<file path="config.mk">
export PLATFORM = sky130hd
export DESIGN_NAME = mem_access_unit_flat
export DESIGN_NICKNAME = d
export VERILOG_FILES = /design/src/rtl/mem_access_unit_pkg.sv /design/src/rtl/mem_access_unit_if.sv /design/src/rtl/mem_access_unit_timeout_ctr.sv /design/src/rtl/mem_access_unit.sv /design/src/flat_wrapper.sv
export SDC_FILE = /design/constraint.sdc
export NUM_CORES = 1
export LEC_CHECK = 0
export CORE_ASPECT_RATIO = 2
export CORE_MARGIN = 10
export CORE_UTILIZATION = 42
export CTS_CLUSTER_SIZE = 10
export DETAILED_ROUTE_END_ITERATION = 8
export PLACE_DENSITY = 0.86
export SKIP_LAST_GASP = 1
export SLEW_MARGIN = 20
export SYNTH_ARGS = -nofsm -noshare
export SYNTH_HDL_FRONTEND = slang
export SYNTH_SLANG_ARGS = --single-unit
</file>
<file path="constraint.sdc">
create_clock -name clk -period 2.75 [get_ports clk]
set_input_delay 0.55 -clock clk [delete_from_list [all_inputs] [get_ports clk]]
set_output_delay 0.55 -clock clk [all_outputs]
set_load 0.02 [all_outputs]
</file>
<file path="src/rtl/mem_access_unit_pkg.sv">
// Shared widths and FSM state encoding for the memory access unit.
package mem_access_unit_pkg;

  localparam int MAU_ADDR_W  = 8;
  localparam int MAU_DATA_W  = 16;
  localparam int MAU_TIMEOUT = 15;

  typedef enum logic [1:0] {
    ST_IDLE   = 2'd0,
    ST_ACCESS = 2'd1,
    ST_DONE   = 2'd2,
    ST_ERR    = 2'd3
  } mau_state_e;

  function automatic int mau_ctr_width(input int timeout);
    return $clog2(timeout + 1);
  endfunction

endpackage

</file>
<file path="src/rtl/mem_access_unit_if.sv">
// Main-memory en/ack bus between the access unit (master) and memory (slave).
interface mem_access_unit_if
  import mem_access_unit_pkg::*;
#(
  parameter int AW = MAU_ADDR_W,
  parameter int DW = MAU_DATA_W
) ();

  logic [AW-1:0] mem_addr;
  logic [DW-1:0] mem_wdata;
  logic          mem_en;
  logic          mem_we;
  logic          mem_ack;
  logic [DW-1:0] mem_rdata;

  modport master (
    output mem_addr, mem_wdata, mem_en, mem_we,
    input  mem_ack, mem_rdata
  );

  modport slave (
    input  mem_addr, mem_wdata, mem_en, mem_we,
    output mem_ack, mem_rdata
  );

endinterface

</file>
<file path="src/rtl/mem_access_unit_timeout_ctr.sv">
// Saturating wait counter for the ACCESS state; flags expiry at TIMEOUT-1.
module mau_timeout_ctr
  import mem_access_unit_pkg::*;
#(
  parameter int TIMEOUT = MAU_TIMEOUT
) (
  input  logic clk,
  input  logic rst_n,
  input  logic clr_i,
  input  logic en_i,
  output logic expire_o
);

  localparam int            CW   = mau_ctr_width(TIMEOUT);
  localparam logic [CW-1:0] TERM = CW'(TIMEOUT - 1);
  localparam logic [CW-1:0] MAX  = {CW{1'b1}};

  logic [CW-1:0] cnt_q;
  logic [CW-1:0] cnt_d;

  always_comb begin
    cnt_d = cnt_q;
    if (clr_i) begin
      cnt_d = '0;
    end else if (en_i && (cnt_q != MAX)) begin
      cnt_d = cnt_q + 1'b1;
    end
  end

  always_ff @(posedge clk or negedge rst_n) begin
    if (!rst_n) begin
      cnt_q <= '0;
    end else begin
      cnt_q <= cnt_d;
    end
  end

  assign expire_o = (cnt_q == TERM);

endmodule

</file>
<file path="src/rtl/mem_access_unit.sv">
// Memory-side stage: runs one read/write per request over en/ack and owns the MBR.
// state  | meaning
// IDLE   | waiting for rd/wr request; ld_mbr_acc loads MBR here only
// ACCESS | mem_en high, waiting for mem_ack or timeout
// DONE   | one-cycle done pulse
// ERR    | one-cycle err pulse (timeout or rd&wr together)
module mem_access_unit
  import mem_access_unit_pkg::*;
#(
  parameter int ADDR_W  = MAU_ADDR_W,
  parameter int DATA_W  = MAU_DATA_W,
  parameter int TIMEOUT = MAU_TIMEOUT
) (
  input  logic                clk,
  input  logic                rst_n,
  input  logic                rd_req_i,
  input  logic                wr_req_i,
  input  logic                ld_mbr_acc_i,
  input  logic [ADDR_W-1:0]   addr_i,
  input  logic [DATA_W-1:0]   acc_i,
  mem_access_unit_if.master   mem_if,
  output logic [DATA_W-1:0]   mbr_o,
  output logic                busy_o,
  output logic                done_o,
  output logic                err_o
);

  mau_state_e        state_q;
  logic [DATA_W-1:0] mbr_q;
  logic [ADDR_W-1:0] addr_q;
  logic              we_q;
  logic              expire;
  logic              ctr_clr;
  logic              ctr_en;

  // Counter is held at zero outside ACCESS, so every accept starts from 0.
  assign ctr_clr = (state_q != ST_ACCESS);
  assign ctr_en  = (state_q == ST_ACCESS) && !mem_if.mem_ack;

  mau_timeout_ctr #(
    .TIMEOUT (TIMEOUT)
  ) u_timeout_ctr (
    .clk      (clk),
    .rst_n    (rst_n),
    .clr_i    (ctr_clr),
    .en_i     (ctr_en),
    .expire_o (expire)
  );

  always_ff @(posedge clk or negedge rst_n) begin
    if (!rst_n) begin
      state_q <= ST_IDLE;
      mbr_q   <= '0;
      addr_q  <= '0;
      we_q    <= 1'b0;
    end else begin
      case (state_q)
        ST_IDLE: begin
          if (rd_req_i && wr_req_i) begin
            state_q <= ST_ERR;
          end else if (rd_req_i || wr_req_i) begin
            state_q <= ST_ACCESS;
            addr_q  <= addr_i;
            we_q    <= wr_req_i;
          end else if (ld_mbr_acc_i) begin
            mbr_q <= acc_i;
          end
        end
        ST_ACCESS: begin
          if (mem_if.mem_ack) begin
            state_q <= ST_DONE;
            if (!we_q) begin
              mbr_q <= mem_if.mem_rdata;
            end
          end else if (expire) begin
            state_q <= ST_ERR;
          end
        end
        ST_DONE: state_q <= ST_IDLE;
        ST_ERR:  state_q <= ST_IDLE;
        default: state_q <= ST_IDLE;
      endcase
    end
  end

  // Strobes decode straight from the state register, so reset drops them asynchronously.
  assign mem_if.mem_en    = (state_q == ST_ACCESS);
  assign mem_if.mem_we    = we_q;
  assign mem_if.mem_addr  = addr_q;
  assign mem_if.mem_wdata = mbr_q;

  assign mbr_o  = mbr_q;
  assign busy_o = (state_q != ST_IDLE);
  assign done_o = (state_q == ST_DONE);
  assign err_o  = (state_q == ST_ERR);

endmodule
</file>
<file path="src/flat_wrapper.sv">
// flat-port wrapper written by rule: the top's interface ports become plain ports
module mem_access_unit_flat import mem_access_unit_pkg::*;
#(
  parameter int ADDR_W  = MAU_ADDR_W,
  parameter int DATA_W  = MAU_DATA_W,
  parameter int TIMEOUT = MAU_TIMEOUT
)
  (clk, rst_n, rd_req_i, wr_req_i, ld_mbr_acc_i, addr_i, acc_i, mbr_o, busy_o, done_o, err_o, mem_if_mem_addr, mem_if_mem_wdata, mem_if_mem_en, mem_if_mem_we, mem_if_mem_ack, mem_if_mem_rdata);
  mem_access_unit_if mem_if_i ();
  input  logic clk;
  input  logic rst_n;
  input  logic rd_req_i;
  input  logic wr_req_i;
  input  logic ld_mbr_acc_i;
  input  logic [ADDR_W-1:0] addr_i;
  input  logic [DATA_W-1:0] acc_i;
  output logic [DATA_W-1:0] mbr_o;
  output logic busy_o;
  output logic done_o;
  output logic err_o;
  output wire logic [$bits(mem_if_i.mem_addr)-1:0] mem_if_mem_addr;
  output wire logic [$bits(mem_if_i.mem_wdata)-1:0] mem_if_mem_wdata;
  output wire logic [$bits(mem_if_i.mem_en)-1:0] mem_if_mem_en;
  output wire logic [$bits(mem_if_i.mem_we)-1:0] mem_if_mem_we;
  input wire logic [$bits(mem_if_i.mem_ack)-1:0] mem_if_mem_ack;
  input wire logic [$bits(mem_if_i.mem_rdata)-1:0] mem_if_mem_rdata;
  assign mem_if_mem_addr = mem_if_i.mem_addr;
  assign mem_if_mem_wdata = mem_if_i.mem_wdata;
  assign mem_if_mem_en = mem_if_i.mem_en;
  assign mem_if_mem_we = mem_if_i.mem_we;
  assign mem_if_i.mem_ack = mem_if_mem_ack;
  assign mem_if_i.mem_rdata = mem_if_mem_rdata;
  mem_access_unit #(.ADDR_W(ADDR_W), .DATA_W(DATA_W), .TIMEOUT(TIMEOUT)) u_core (.clk(clk), .rst_n(rst_n), .rd_req_i(rd_req_i), .wr_req_i(wr_req_i), .ld_mbr_acc_i(ld_mbr_acc_i), .addr_i(addr_i), .acc_i(acc_i), .mem_if(mem_if_i), .mbr_o(mbr_o), .busy_o(busy_o), .done_o(done_o), .err_o(err_o));
endmodule
</file>
# --- Yosys cells after proc, flatten, opt, wreduce, memory -nomap -nowiden ---
# Cells that the tools add are included.
word_totals:
  regBits: 31
  out_inout_bits: 45
  in_bits: 46
  word_cells: 46
op_classes:
  addsub: 1
  n_mux: 13
  reduce_logical: 13
  eq_ne: 13
  bitwise: 1
op_table:
  columns: ["cell", "n"]
  rows:
  - ["16-bit two-way mux", 5]
  - ["16-bit case mux with 2 select lines", 1]
  - ["2-bit two-way mux", 4]
  - ["4-bit two-way mux", 2]
  - ["2-bit != test, second input constant", 4]
  - ["3-bit by 1-bit != test with 1-bit output, second input constant", 2]
  - ["2-bit case mux with 3 select lines", 1]
  - ["6-bit AND reduction", 1]
  - ["2-bit nonzero test", 3]
  - ["4-bit by 1-bit adder with 4-bit output, second input constant", 1]
  - ["2-bit equality test, second input constant", 2]
  - ["4-bit equality test, second input constant", 1]
  - ["2-bit by 1-bit != test with 1-bit output, second input constant", 2]
  - ["4-bit != test, second input constant", 1]
  - ["1-bit logical AND", 3]
  - ["3-bit AND reduction", 1]
  - ["2-bit by 1-bit equality test with 1-bit output, second input constant", 1]
  - ["2-bit zero test", 1]
  - ["2-bit AND reduction", 1]
  - ["2-bit OR reduction", 1]
  - ["1-bit zero test", 1]
  - ["1-bit logical OR", 1]
  - ["1-bit NOT", 1]

# --- Longest topological paths before layout ---
# Gate-level depths: netlist of the first run.
logic_depth:
  word_depth: 5
  depth_mapped: 8

# --- Modules after synthesis ---
# A second synthesis of the first run with hierarchy kept.
unflattened:
  cells_unflattened: 156
  area_unflattened_um2: 1659.1
by_module_without_submodules:
  columns: ["mod", "instances", "cells_per_inst", "seq_area_each_um2", "area_each_um2"]
  rows:
  - ["mem_access_unit", 1, 133, 675.6, 1407.6]
  - ["mau_timeout_ctr", 1, 23, 100.1, 251.5]

# --- Least setup slack after synthesis of the first run ---
# OpenSTA, ideal clock, no wires.
synth_path:
  path_type: "input port to flip-flop"
  startpoint: "input wr_req_i"
  endpoint: "register u_core.mbr_q[10], in the netlist u_core.mbr_o[10]"
  stages: 6
  t_arrival_ns: 1.665
  path_slack_ns: 0.960
  setup_ns: 0.125
  cell_sequence: "nor3_2 -> a211oi_1 -> or3_1 -> buf_6 -> buf_12 -> mux2_4"
synth_between:
  elab_chain_len: 3
  elab_cells_between_ends: 5
synth_rtl:
  columns: ["item", "line", "rtl"]
  rows:
  - ["start: declaration", "flat_wrapper.sv:13", "input logic wr_req_i;"]
  - ["1-bit logical AND / 1-bit logical OR (equally long branches)", "mem_access_unit.sv:59, mem_access_unit.sv:61", null]
  - ["2-bit != test (no source line)", null, null]
  - ["6-bit AND reduction (no source line) *", null, null]
  - ["end signal: assignment", "mem_access_unit.sv:66", "mbr_q <= acc_i;"]
  - ["end signal: assignment", "mem_access_unit.sv:73", "mbr_q <= mem_if.mem_rdata;"]
  - ["end: declaration", "mem_access_unit.sv:29", "logic [DATA_W-1:0] mbr_q;"]
# Mark *: on every way between the ends. The rest lies on a longest branch, timed or not.
# A chain may end at the register's enable or synchronous reset.

# --- Final worst setup path of the first run ---
layout_path:
  startpoint: "register u_core.state_q[0]"
  endpoint: "output mem_if_mem_en"
layout_between:
  elab_chain_len: 1
layout_rtl:
  columns: ["item", "line", "rtl"]
  rows:
  - ["start: declaration", "mem_access_unit.sv:28", "mau_state_e state_q;"]
  - ["start signal: assignment", "mem_access_unit.sv:52", "state_q <= ST_IDLE;"]
  - ["start signal: assignment", "mem_access_unit.sv:60", "state_q <= ST_ERR;"]
  - ["start signal: assignment", "mem_access_unit.sv:62", "state_q <= ST_ACCESS;"]
  - ["2-bit by 1-bit equality test with 1-bit output", "mem_access_unit.sv:87", "assign mem_if.mem_en = (state_q == ST_ACCESS);"]
  - ["end: declaration", "flat_wrapper.sv:23", "output wire logic [$bits(mem_if_i.mem_en)-1:0] mem_if_mem_en;"]
# No other way between the ends.

==> results.sh, run 1 <==
export IMPL_synth_seq_area_share=0.468
export IMPL_synth_edf_count=0
export IMPL_area_growth_pct=54.2
export IMPL_clkPwrFrac=0.097
export IMPL_crit_arrival_ns=1.66
export IMPL_synth_ff_type="dfrtp_1"
export IMPL_maxCapViolations=0
export IMPL_r2r_end="u_core.mbr_o[11]"
export IMPL_endpoint="mem_if_mem_en"
export IMPL_place_inst=286
export IMPL_synth_area_leader_cell="dfrtp_1"
export IMPL_finClkSkew_ns=0.00154
export IMPL_report_final_slew_viol_count=0
export IMPL_place_port_buffers=90
export IMPL_critical_path_class="reg2out"
export IMPL_p_sw_mw=1.28
export IMPL_peakVddDrop_v=0.000682
export IMPL_pwr_share_seq=0.272
export IMPL_final_area_um2=2560
export IMPL_ant_nets=0
export IMPL_synth_common_cells="nand2_1, dfrtp_1, buf_4"
export IMPL_ys_ff_latch=31
export IMPL_grt_pass1_vias=1499
export IMPL_swShare=0.405
export IMPL_p_int_mw=1.89
export IMPL_fill_cells=322
export IMPL_clk_pin_slew_ns=0.06
export IMPL_hold_path_class="reg2reg"
export IMPL_r2r_start="u_core.state_q[0]"
export IMPL_finalNonFillerCells=292
export IMPL_combPwrFrac=0.631
export IMPL_fmax_mhz=452
export IMPL_required_ns=2.20
export IMPL_cp_start_kind="flop"
export IMPL_post_cts_setup_buffers=0
export IMPL_ctsHoldBuffers=0
export IMPL_core_um2=3840
export IMPL_slew_limit_headroom=0.734
export IMPL_yosysUniqueCellTypes=29
export IMPL_vias_per_cell=4.76
export IMPL_async_reset_ff_frac=1.00
export IMPL_min_period_ns=2.21
export IMPL_ff_latch_area_um2=776
export IMPL_synth_net_count=211
export IMPL_rows=32
export IMPL_rsz0062_at_grt="no"
export IMPL_clk_latency_ns=0.27
export IMPL_hold_violations=0
export IMPL_synthDominantCellAreaShare=0.468
export IMPL_path_max_fanout=11
export IMPL_run_status="finished, final reports clean"
export IMPL_ff2ff_setup_slack_ns=0.94
export IMPL_initial_core_util=0.432
export IMPL_drc=0
export IMPL_r2r_cells=5
export IMPL_p_leak_nw=1.16
export IMPL_yosysWarnings=0
export IMPL_synth_area_um2=1660
export IMPL_dp_slack_ns=0.409
export IMPL_drt_wl_total_um=4810
export IMPL_place_gp_congestion=0.770
export IMPL_cts_tree="done"
export IMPL_tightest_slew_ns=0.399
export IMPL_overflow=0
export IMPL_startpoint="u_core.state_q[0]"
export IMPL_drt_pass1_iter_count=4
export IMPL_clockRootBuffer="clkbuf_8"
export IMPL_dpl_hpwl_um=3960
export IMPL_wl_per_cell_um=16.5
export IMPL_ios=91
export IMPL_syn_inst=163
export IMPL_gr_usage_all_layers=0.140
export IMPL_vias=1390
export IMPL_cts_inserted_buffers=5
export IMPL_antenna_cells=0
export IMPL_synth_area_leaders="dfrtp_1, nand2_1, mux2_2"
export IMPL_post_route_period_util=0.804
export IMPL_grt_max_degree=32
export IMPL_post_dp_cell_area_um2=2490
export IMPL_cts_resized=0
export IMPL_end_kind="output pin"
export IMPL_antenna_found_initial=0
export IMPL_die_w_um=64.4
export IMPL_postSynthAreaPerCell_um2=10.2
export IMPL_power_density_nw_per_um2=1240
export IMPL_fin_ws_ns=0.540
export IMPL_die_area_um2=7020
export IMPL_multi_input_area_um2=697
export IMPL_layout_drive_gt1_share=0.145
export IMPL_setup_tns_ns=0
export IMPL_grt_pass1_wl_um=7740
export IMPL_drt_iter0_drc=64
export IMPL_clock_sinks=31
export IMPL_cts_buffer_depth=2
export IMPL_dieHeight_um=109
export IMPL_htree_levels=2
export IMPL_setup_viol=0
export IMPL_fin_nets=290
export IMPL_yosysMostFrequentCell="nand2_1"
how the worst min path moves through the flow:
stage	to	cells after the start	slack, ns	startpoint
6_report	u_core.mem_if.mem_addr[1]	1	0.50	u_core.mem_if.mem_addr[1]
2_1_floorplan	u_core.mbr_o[0]	0	0.25	rst_n
4_1_cts	u_core.mem_if.mem_addr[4]	1	0.51	u_core.mem_if.mem_addr[4]
5_1_grt	u_core.mem_if.mem_addr[0]	1	0.52	u_core.mem_if.mem_addr[0]
3_5_place_dp	u_core.mem_if.mem_addr[4]	1	0.49	u_core.mem_if.mem_addr[4]
3_3_place_gp	u_core.mem_if.mem_addr[0]	1	0.49	u_core.mem_if.mem_addr[0]
per-stage QoR:
| stage | power, mW | hold slack, ns | utilization |
|---|---|---|---|
| floorplan | 2.16 | 0.254 | - |
| global placement | 2.85 | 0.488 | 0.647 |
| detailed placement | 2.90 | 0.493 | 0.647 |
| CTS | 3.22 | 0.507 | 0.666 |
| global route | 3.38 | 0.518 | 0.666 |
| finish | 3.17 | 0.505 | 0.666 |
power by group through the flow:
stage | clock network, mW | logic, mW | registers [mW]
after floorplan | 0 | 1.11 | 1.05
after global placement | 0 | 1.99 | 0.859
after detailed placement | 0 | 2.03 | 0.872
after CTS | 0.320 | 2.04 | 0.865
after global routing | 0.343 | 2.13 | 0.901
final | 0.309 | 2.00 | 0.864
sequential cells by signal (all words and copies together), names as in the netlist:
name / count
u_core.u_timeout_ctr.cnt_q: 4
u_core.mem_if.mem_we: 1
u_core.mbr_o: 16
u_core.state_q: 2
u_core.mem_if.mem_addr: 8
cell type report:
type,instances,share of cell area
sequential,31,0.303
tap,51,0.0249
inverter,3,0.00440
clock buffer,6,0.0284
timing repair buffer,95,0.367
multi-input combinational,106,0.272
kinds of logic after synthesis:
group                      synth area share
AOI/OAI and AO/OA                    0.0407
adders and majority gates            0.0151
buffers and inverters                 0.112
and+or+nand+nor                       0.168
DFF                                   0.468
xor gates and xnor gates             0.0106
muxes                                 0.186
critical path: stages (launching register included):
cell	delay (ns)
dfrtp_1	0.53
nand2b_1	0.13
inv_1	0.11
clkdlybuf4s50_1	0.61
cells in the final DEF, fill, tap and decap left out, types with 2 or more instances in the layout:
cell type	count
mux2_4	10
o21ai_0	4
nand3_1	3
ha_1	2
clkbuf_8	5
buf_4	5
dfrtp_1	31
clkdlybuf4s50_1	90
inv_1	3
nand2_1	51
mux2_2	14
a21oi_1	3
nor2_1	5
layer usage:
| metal | track usage | vias to the layer above | wire, um | share of wire |
|---|---|---|---|---|
| li1 | - | 672 | - | - |
| met5 | 0 | - | 0 | 0 |
| met4 | 0.0754 | 0 | 191 | 0.040 |
| met2 | 0.265 | 47 | 2780 | 0.58 |
| met3 | 0.0421 | 13 | 214 | 0.044 |
| met1 | 0.129 | 658 | 1630 | 0.34 |
Power figures use the tool's default switching activity.
==> inputs of run 2 (changes only) <==
--- a/config.mk
+++ b/config.mk
@@ -7,10 +7,10 @@
 export LEC_CHECK = 0
 export CORE_ASPECT_RATIO = 2
 export CORE_MARGIN = 10
-export CORE_UTILIZATION = 42
+export CORE_UTILIZATION = 35
 export CTS_CLUSTER_SIZE = 10
 export DETAILED_ROUTE_END_ITERATION = 8
-export PLACE_DENSITY = 0.86
+export PLACE_DENSITY = 0.77
 export SKIP_LAST_GASP = 1
 export SLEW_MARGIN = 20
 export SYNTH_ARGS = -nofsm -noshare
==> constraint.sdc (replaced) <==
create_clock -name clk -period 1.9 [get_ports clk]
set_input_delay 0.38 -clock clk [delete_from_list [all_inputs] [get_ports clk]]
set_output_delay 0.38 -clock clk [all_outputs]
set_load 0.02 [all_outputs]
==> results.sh, run 2 (same netlist as run 1, synthesis figures left out) <==
export IMPL_clock_sinks=31
export IMPL_run_status="finished, final reports clean"
export IMPL_grt_pass1_vias=1411
export IMPL_final_area_um2=2630
export IMPL_post_cts_setup_buffers=0
export IMPL_ant_nets=0
export IMPL_p_leak_nw=1.23
export IMPL_mostFrequentLayoutCell="clkdlybuf4s50_1"
export IMPL_setup_viol=0
export IMPL_fin_nets=296
export IMPL_place_gp_congestion=0.757
export IMPL_cp_start_kind="flop"
export IMPL_vias=1394
export IMPL_dp_slack_ns=-0.243
export IMPL_post_route_period_util=0.934
export IMPL_fin_ws_ns=0.125
export IMPL_grt_max_degree=32
export IMPL_power_density_nw_per_um2=1780
export IMPL_cts_tree="done"
export IMPL_peakVddDrop_v=0.000892
export IMPL_path_max_fanout=7
export IMPL_vias_per_cell=4.59
export IMPL_slew_limit_headroom=0.732
export IMPL_ctsHoldBuffers=0
export IMPL_post_route_util=0.572
export IMPL_dpl_hpwl_um=3980
export IMPL_largest_reg_flops=16
export IMPL_rsz0062_at_grt="no"
export IMPL_maxCapViolations=0
export IMPL_hold_path_class="in2async"
export IMPL_clockRootBuffer="clkbuf_8"
export IMPL_antenna_found_initial=0
export IMPL_overflow=0
export IMPL_report_final_slew_viol_count=0
export IMPL_min_period_ns=1.78
export IMPL_hold_violations=0
export IMPL_drc=0
export IMPL_antenna_cells=0
export IMPL_wl_per_cell_um=16.2
export IMPL_final_cell_mix="clkdlybuf4s50_1, nand2_1, dfrtp_1, mux2_2"
export IMPL_die_area_um2=8060
export IMPL_initial_core_util=0.361
export IMPL_gr_usage_all_layers=0.124
export IMPL_cts_buffer_depth=2
export IMPL_ios=91
export IMPL_finClkSkew_ns=0.00602
export IMPL_htree_levels=2
export IMPL_end_kind="output pin"
export IMPL_cts_inserted_buffers=5
export IMPL_rows=35
export IMPL_drt_wl_total_um=4920
export IMPL_grt_pass1_wl_um=7580
export IMPL_drt_pass1_iter_count=5
export IMPL_drt_iter0_drc=32
export IMPL_die_w_um=68.7
export IMPL_crit_arrival_ns=1.40
export IMPL_clk_pin_slew_ns=0.07
export IMPL_critical_path_class="reg2out"
export IMPL_core_um2=4600
export IMPL_layout_drive_gt1_share=0.177
export IMPL_area_growth_pct=58.5
export IMPL_dieHeight_um=117
export IMPL_power_mw=4.69
export IMPL_clk_latency_ns=0.28
export IMPL_place_port_buffers=90
export IMPL_required_ns=1.52
export IMPL_post_dp_cell_area_um2=2550
export IMPL_fmax_mhz=563
export IMPL_tightest_slew_ns=0.402
export IMPL_fill_cells=405
## run 2: cell count changes in the layout (fill, tap and decap cells not counted), sizes merged
cell	previous run	this run
buf	5	11
clkdlybuf4s50	90	85
dlygate4sd2	0	4
clkinv	0	3
clkbuf	6	5
dlymetal6s2s	0	1
## run 2: final timing paths
check	startpoint	to	slack [ns]	cells after the start
max	u_core.state_q[0]	busy_o	0.12	4
min in group clk	rd_req_i	u_core.state_q[1]	0.49	3
max in group asynchronous	rst_n	u_core.u_timeout_ctr.cnt_q[0]	1.11	2
min reg2reg	u_core.mem_if.mem_addr[0]	u_core.mem_if.mem_addr[0]	0.51	1
max reg2reg	u_core.state_q[0]	u_core.mbr_o[13]	0.21	5
min	rst_n	u_core.mem_if.mem_addr[5]	0.49	2
## run 2: layer usage
| layer | part of all wire | vias up | track usage |
|---|---|---|---|
| met5 | 0 | - | 0 |
| li1 | - | 683 | - |
| met4 | 0.024 | 0 | 0.0582 |
| met3 | 0.065 | 8 | 0.0267 |
| met1 | 0.31 | 658 | 0.108 |
| met2 | 0.60 | 45 | 0.240 |
## run 2: final cells by class
type	instances	area, um2	area share
Clock inverter	3	15.0	0.00571
Multi-Input combinational cell	106	697	0.265
Sequential cell	31	776	0.295
Inverter	3	11.3	0.00428
Tap cell	55	68.8	0.0262
Timing Repair Buffer	101	993	0.378
Clock buffer	5	68.8	0.0262
## run 2: power breakdown
group          internal, mW  switching [mW]  leakage, nW
sequential            0.978           0.244        0.378
clock                 0.250           0.245       0.0477
combinational          1.56            1.42        0.801
total                  2.79            1.91         1.23
## run 2: metrics by stage
step	TNS [ns]	instances	hold slack [ns]
floorplan	0	163	0.0844
global placement	-2.99	296	0.487
detailed placement	-3.61	296	0.491
CTS	0	304	0.498
global route	0	304	0.501
finish	0	304	0.492
## run 2: repair_timing
item | CTS | global route
endpoints found under the setup margin | 4 | 2
pin swaps | 0 | 0
resized for setup | 4 | 1
hold endpoints to repair | 0 | 0
## run 2: worst max-delay path, cell delays in order, from the launching register on
cell and delay (ns):
dfrtp_1 0.44, buf_4 0.18, nor2_1 0.13, inv_1 0.05, dlygate4sd2_1 0.32
